[src/rtl/sad_search_ctrl.sv]
// Block-matching search sequencer: walks N_CAND candidates through one SAD core
// and reports the minimum SAD with its candidate index.
module sad_search_ctrl #(
  parameter int WIDTH   = 8,
  parameter int N_CAND  = 16,
  parameter int IDX_W   = 4,
  parameter int TIMEOUT = 64
) (
  input  logic             clk,
  input  logic             rst,
  input  logic             start,
  input  logic             res_ack,
  output logic             busy,
  output logic             done,
  output logic             err,
  output logic [WIDTH+4:0] best_sad,
  output logic [IDX_W-1:0] best_idx,
  output logic [IDX_W-1:0] cand_addr,
  output logic             sad_init,
  output logic             sad_ack,
  input  logic             sad_done,
  input  logic [WIDTH+4:0] sad_out,
  output logic [2:0]       dbg_state
);

  localparam int SW = WIDTH + 5;
  localparam int WD_W = (TIMEOUT > 1) ? $clog2(TIMEOUT) : 1;
  localparam logic [WD_W-1:0]  WD_LAST  = WD_W'(TIMEOUT - 1);
  localparam logic [IDX_W-1:0] LAST_IDX = IDX_W'(N_CAND - 1);

  typedef enum logic [2:0] {
    S_IDLE, S_FETCH, S_LAUNCH, S_WAIT, S_CMP, S_DONE
  } state_t;

  state_t           state_q, state_d;
  logic [IDX_W-1:0] cand_addr_q, cand_addr_d;
  logic [IDX_W-1:0] best_idx_q, best_idx_d;
  logic [SW-1:0]    best_sad_q, best_sad_d;
  logic [SW-1:0]    cur_sad_q, cur_sad_d;
  logic [WD_W-1:0]  wdog_q, wdog_d;
  logic             err_q, err_d;
  logic             busy_q, busy_d;
  logic             done_q, done_d;
  logic             sad_init_q, sad_init_d;
  logic             sad_ack_q, sad_ack_d;

  // Core handshake: sad_init is a one-cycle launch pulse; the core then holds
  // sad_done (with sad_out valid) until it samples our one-cycle sad_ack.
  always_comb begin
    state_d     = state_q;
    cand_addr_d = cand_addr_q;
    best_idx_d  = best_idx_q;
    best_sad_d  = best_sad_q;
    cur_sad_d   = cur_sad_q;
    wdog_d      = wdog_q;
    err_d       = err_q;
    unique case (state_q)
      S_IDLE: begin
        if (start) begin
          cand_addr_d = '0;
          best_idx_d  = '0;
          best_sad_d  = '1;
          err_d       = 1'b0;
          state_d     = S_FETCH;
        end
      end
      S_FETCH:  state_d = S_LAUNCH;
      S_LAUNCH: begin
        wdog_d  = '0;
        state_d = S_WAIT;
      end
      S_WAIT: begin
        if (sad_done) begin
          cur_sad_d = sad_out;
          state_d   = S_CMP;
        end else if (wdog_q == WD_LAST) begin
          err_d   = 1'b1;
          state_d = S_DONE;
        end else begin
          wdog_d = wdog_q + WD_W'(1);
        end
      end
      S_CMP: begin
        // Strict compare keeps the lower index on ties.
        if (cur_sad_q < best_sad_q) begin
          best_sad_d = cur_sad_q;
          best_idx_d = cand_addr_q;
        end
        if (cur_sad_q == '0) begin
          state_d = S_DONE;
        end else if (cand_addr_q == LAST_IDX) begin
          state_d = S_DONE;
        end else begin
          cand_addr_d = cand_addr_q + IDX_W'(1);
          state_d     = S_FETCH;
        end
      end
      S_DONE: begin
        if (res_ack) state_d = S_IDLE;
      end
      default: state_d = S_IDLE;
    endcase
    // Outputs are registered, decoded from the state being entered.
    busy_d     = (state_d != S_IDLE);
    done_d     = (state_d == S_DONE);
    sad_init_d = (state_d == S_LAUNCH);
    sad_ack_d  = (state_d == S_CMP);
  end

  always_ff @(posedge clk) begin
    if (rst) begin
      state_q     <= S_IDLE;
      cand_addr_q <= '0;
      best_idx_q  <= '0;
      best_sad_q  <= '1;
      cur_sad_q   <= '0;
      wdog_q      <= '0;
      err_q       <= 1'b0;
      busy_q      <= 1'b0;
      done_q      <= 1'b0;
      sad_init_q  <= 1'b0;
      sad_ack_q   <= 1'b0;
    end else begin
      state_q     <= state_d;
      cand_addr_q <= cand_addr_d;
      best_idx_q  <= best_idx_d;
      best_sad_q  <= best_sad_d;
      cur_sad_q   <= cur_sad_d;
      wdog_q      <= wdog_d;
      err_q       <= err_d;
      busy_q      <= busy_d;
      done_q      <= done_d;
      sad_init_q  <= sad_init_d;
      sad_ack_q   <= sad_ack_d;
    end
  end

  assign busy      = busy_q;
  assign done      = done_q;
  assign err       = err_q;
  assign best_sad  = best_sad_q;
  assign best_idx  = best_idx_q;
  assign cand_addr = cand_addr_q;
  assign sad_init  = sad_init_q;
  assign sad_ack   = sad_ack_q;
  assign dbg_state = state_q;

endmodule

[config.mk]
export PLATFORM = sky130hd
export DESIGN_NAME = sad_search_ctrl
export DESIGN_NICKNAME = d
export VERILOG_FILES = /design/src/rtl/sad_search_ctrl.sv
export SDC_FILE = /design/constraint.sdc
export NUM_CORES = 1
export LEC_CHECK = 0
export ABC_AREA = 1
export CORE_MARGIN = 3
export CORE_UTILIZATION = 50
export CTS_CLUSTER_SIZE = 20
export DETAILED_ROUTE_END_ITERATION = 16
export GPL_TIMING_DRIVEN = 0
export PLACE_DENSITY = 0.78
export SLEW_MARGIN = 20
export SYNTH_ARGS = -nofsm -noshare
export SYNTH_HDL_FRONTEND = slang
export SYNTH_SLANG_ARGS = --single-unit
[constraint.sdc]
create_clock -name clk -period 2.3 [get_ports clk]
set_input_delay 0.575 -clock clk [delete_from_list [all_inputs] [get_ports clk]]
set_output_delay 0.575 -clock clk [all_outputs]
set_load 0.03 [all_outputs]
# Yosys cells after proc, flatten, opt, wreduce, memory -nomap -nowiden
# Cells that the tools add are included.
# W data, S select, Z words.
# totals
ff_bits	48
latchBits	0
ram_bits	0
mem_bits_ro	0
out_inout_bits	29
wordCells	65
memories	0
# classes
addsub	2
multipliers	0
div	0
order_cmp	1
n_eq_ne	17
n_shift	0
n_mux	23
bitwise_logic	0
reduce_logical	11
# op_table
op	count
$mux W13	2
$pmux W13 S2	1
$mux W3	6
$pmux W3 S6	1
$mux W4	4
$pmux W4 S2	2
$ne A2 B2 Y1 const B	7
$logic_not A13 Y1	1
$lt A13 B13 Y1	1
$eq A3 B3 Y1 const B	4
$mux W6	2
$pmux W6 S2	1
$eq A3 B2 Y1 const B	3
$reduce_and A4 Y1	2
$add A6 B1 Y6 const B	1
$eq A6 B6 Y1 const B	1
$reduce_and A3 Y1	2
$reduce_bool A2 Y1	3
$add A4 B1 Y4 const B	1
$eq A4 B4 Y1 const B	1
$eq A3 B1 Y1 const B	1
$logic_not A3 Y1	1
$mux W1	3
$reduce_bool A3 Y1	1
2 further kinds	2

# Depth between registers and ports, before layout
# depth
ltp_word	5
mapped_depth	12
ltp_nobuf	12

# Worst setup path before layout
# OpenSTA, ideal clock, no wires.
# synth_path
kind	register to register
startpoint	register best_sad_q[12] (netlist: best_sad[12])
endpoint	register best_sad_q[10] (netlist: best_sad[10])
arrival_time_ns	1.770
required_ns	2.166
slack_ns	0.396
stages_incl_launch_ff	13
n_path_buf	1
cell_sequence	dfxtp_1 -> inv_1 -> ha_1 -> nand2_1 -> nor2_1 -> inv_1 -> nor2_1 -> nand2_1 -> nand3_2 -> nand2_2 -> buf_4 -> o21ai_0 -> nand3_1
# synth_via
elab_chain_cells	3
# synth_lines
element	line_no	rtl
start: declaration	38	logic [SW-1:0] best_sad_q, best_sad_d;
start signal: assignment	127	best_sad_q <= best_sad_d;
$lt A13 B13 Y1	85	if (cur_sad_q < best_sad_q) begin
$ne A2 B2 Y1 (no line)	n/a	
$reduce_and A3 Y1 (no line)	n/a	
# Every way passes these cells.
# A chain may end at the register's enable or synchronous reset.

# Worst setup path after layout
# layout_path
startpoint	register best_sad_q[12] (netlist: best_sad[12])
endpoint	register best_sad_q[6] (netlist: best_sad[6])
# The elaborated chain is that of the path after synthesis.

==> metrics.md <==
| Metric | Value |
|---|---|
| Outcome | finished, final reports clean |
| Drt total wl | ~5.9 mm |
| Post-layout min period | about 2.1 ns |
| HP Start | err |
| Fraction of layout cells with a size suffix above 1 | 0.0701 |
| Ant diodes | 0 |
| Syn Nets | 364 |
| Die height | 75.0 um |
| Nets | around 420 |
| Number of global-route vias before repair | 2159 |
| Placed insts | 429 |
| Post-CTS Setup Bufs | 0 |
| Worst-margin pin slew | 0.513 ns |
| Clk sinks | 48 |
| Max_cap viols | 0 |
| Peak VDD IR | slightly below 0.5 mV |
| First-pass GRT wire length | 9.77 mm |
| Netlist cell types | 27 |
| Yosys warning total | 0 |
| Met1 Use GR | 0.291 |
| Syn Std Cell Area | roughly 2400 um2 |
| Initial antenna violation count | 0 |
| CTS resizes | 0 |
| Post-route DRC violation count | 0 |
| Leakage power | roughly 0.0014 uW |
| DR WL/cell | 13.4 um |
| Count of final max-slew check failures | 0 |
| Die area | 5630 um2 |
| Syn Inst Count | 332 |
| Io pins | 47 |
| Main synth FF type | dfxtp_1 |
| RR Startpoint | best_sad[12] |
| Critical Path Sink Type | register |
| Number of flops mapped to enable cells by yosys | 0 |
| GPL Wtd Cong | a little over 0.8 |
| Critical path arrival | ~2.3 ns |
| FF+latch count, synth | 48 |
| Hpwl dp | 4.19 mm |
| Width of the die | approximately 75 um |
| R2r worst-path depth | 12 |
| CTS tree | yes |
| TritonCTS Buffers | 5 |
| PortBufs | 45 |
| Non-Filler Instances | 437 |
| Commonest non-fill, non-tap cell in the layout | nand2_1 |
| Hold Crit Depth | 2 |
| Iter 0 DRT Violations | 149 |
| Endpoints failing setup | 0 |
| Syn avg cell area | 7.17 um2 |
| Clock Pin Slew Worst Setup and Hold Paths | roughly 0.09 ns |
| Setup TNS | 0 ns |
| Layout area overhead | 26.0% |
| Met2 Use GR | 0.366 |
| Worst r2r dst | best_sad[6] |
| Worst-Skew Late Latency | 0.30 ns |
| Vias post-DR | approximately 2400 |
| Met3 Usage GRT | 0.0441 |
| Sw Share | 0.330 |
| Ys async rst share | 0 |
| Hold_ws | around 0.47 ns |
| FF-to-FF setup slack | 0.20 ns |
| Final Hold Viols | 0 |
| CP startpoint | best_sad[12] |
| Crit share post-route | 0.911 |
| Pwr dens | 675 nW/um2 |
| Area of the core | roughly 4500 um2 |
| Crit Path Category | reg -> reg |
| Largest net degree at the start of global routing | 15 |
| Req. time, crit path | 2.47 ns |
| Sequential share of the synthesized area | 0.404 |
| Root Buffer | clkbuf_8 |
| # rows | 24 |
| Routed vias/inst | 5.39 |
| Internal power | around 1400 uW |
| Setup Skew | 0.00652 ns |
| CTS hold repair buffers | 0 |
| Drt pass-1 iters | 4 |
| Startpoint Class | register |
| Gr ovfl total | 0 |
| Combinational share of power | 0.270 |
| CTS max path bufs | 2 |
| Crit path max fanout | 10 |
| CTS H-tree depth | 2 |
| Worst Hold Endpoint | err |
| Worst slew margin | 0.658 |
| Total track usage | 0.220 |
| Starting Density | 0.532 |
| Clock power frac | 0.261 |
| Layer with the highest usage | met2 |
| Switching Power | ~670 uW |
| Sequential share of power | 0.469 |
| Fmax | between 0.4 and 0.5 GHz |
| Most frequent cells in the layout | nand2_1, nand3_1, dfxtp_1 |
| Hold Crit Class | reg -> reg |
| DRT antenna net count | 0 |
==> how the worst max path moves through the flow <==
| stage | endpoint | depth (start not counted) | slack, ns |
|---|---|---|---|
| floorplan | best_sad[10] | 12 | 0.40 |
| global placement | sad_init | 5 | 0.23 |
| finish | best_sad[6] | 12 | 0.20 |
| detailed placement | busy | 6 | 0.21 |
| CTS | best_sad[6] | 12 | 0.20 |
| global route | best_sad[4] | 12 | -0.01 |
==> power groups by stage <==
stage          Combinational, uW  Sequential (uW)  Clock (uW)
2_1_floorplan                237             1070           0
3_3_place_gp                 534              966           0
3_5_place_dp                 543              967           0
4_1_cts                      547              948         537
5_1_grt                      602              956         568
6_report                     547              948         528
==> final cells by class <==
cell class                 count  area, um2
clock inverter                 2       10.0
multi-input combinational    227       1200
timing repair buffer          45        450
sequential                    48        961
tap                           52       65.1
fill                         380       1480
inverter                      44        165
clock buffer                   6       82.6
buffer                        13       66.3
==> synth_stat cells, types with 2 or more instances <==
cell	instances	share of area
a21oi_1	29	0.061
buf_2	5	0.011
clkbuf_1	6	0.0095
dfxtp_1	48	0.40
ha_1	14	0.074
inv_1	41	0.065
inv_2	3	0.0047
nand2_1	61	0.096
nand2_2	3	0.0079
nand3_1	48	0.10
nand3_2	2	0.0084
nand3b_1	2	0.0063
nand4_1	4	0.011
nor2_1	27	0.043
nor3_1	2	0.0042
nor3b_1	2	0.0063
o21ai_0	25	0.053
==> critical path, stage by stage, from the launching register on <==
cell	delay (ns)
dfxtp_1	0.40
inv_1	0.06
ha_1	0.30
nand2_1	0.09
nor2_2	0.15
inv_1	0.05
nor2_1	0.14
nand2_1	0.11
nand3_4	0.14
nand2_2	0.14
buf_4	0.21
o21ai_0	0.08
nand3_1	0.09
==> state kept, by name, summed over array words and instances (netlist names) <==
signal and flops:
sad_init 1, best_sad 13, busy 1, cur_sad_q 13
err 1, done 1, dbg_state 3, best_idx 4
cand_addr 4, wdog_q 6, sad_ack 1
==> metrics by stage <==
stage | instance area [um2] | total power [uW] | utilization | setup slack, ns
after global routing | 3000 | 2130 | 0.670 | -0.0106
after CTS | 2990 | 2030 | 0.668 | 0.196
final | 3000 | 2020 | 0.670 | 0.204
after global placement | 2900 | 1500 | 0.647 | 0.227
after detailed placement | 2900 | 1510 | 0.647 | 0.210
after floorplan | 2380 | 1310 | - | 0.396
==> metal layers <==
metal | share of wire | vias up
met1 | 0.47 | 1074
met2 | 0.47 | 78
met3 | 0.045 | 11
met4 | 0.015 | 0
met5 | 0 | -
li1 | - | 1194
==> logic make-up after synthesis <==
kind of cell,synth area share
flops,0.404
fa+ha+maj,0.0736
compound gates,0.127
simple gates,0.295
xor+xnor,0.00368
buf+inv,0.0972
Note: power is estimated with default switching activity, not from simulation.
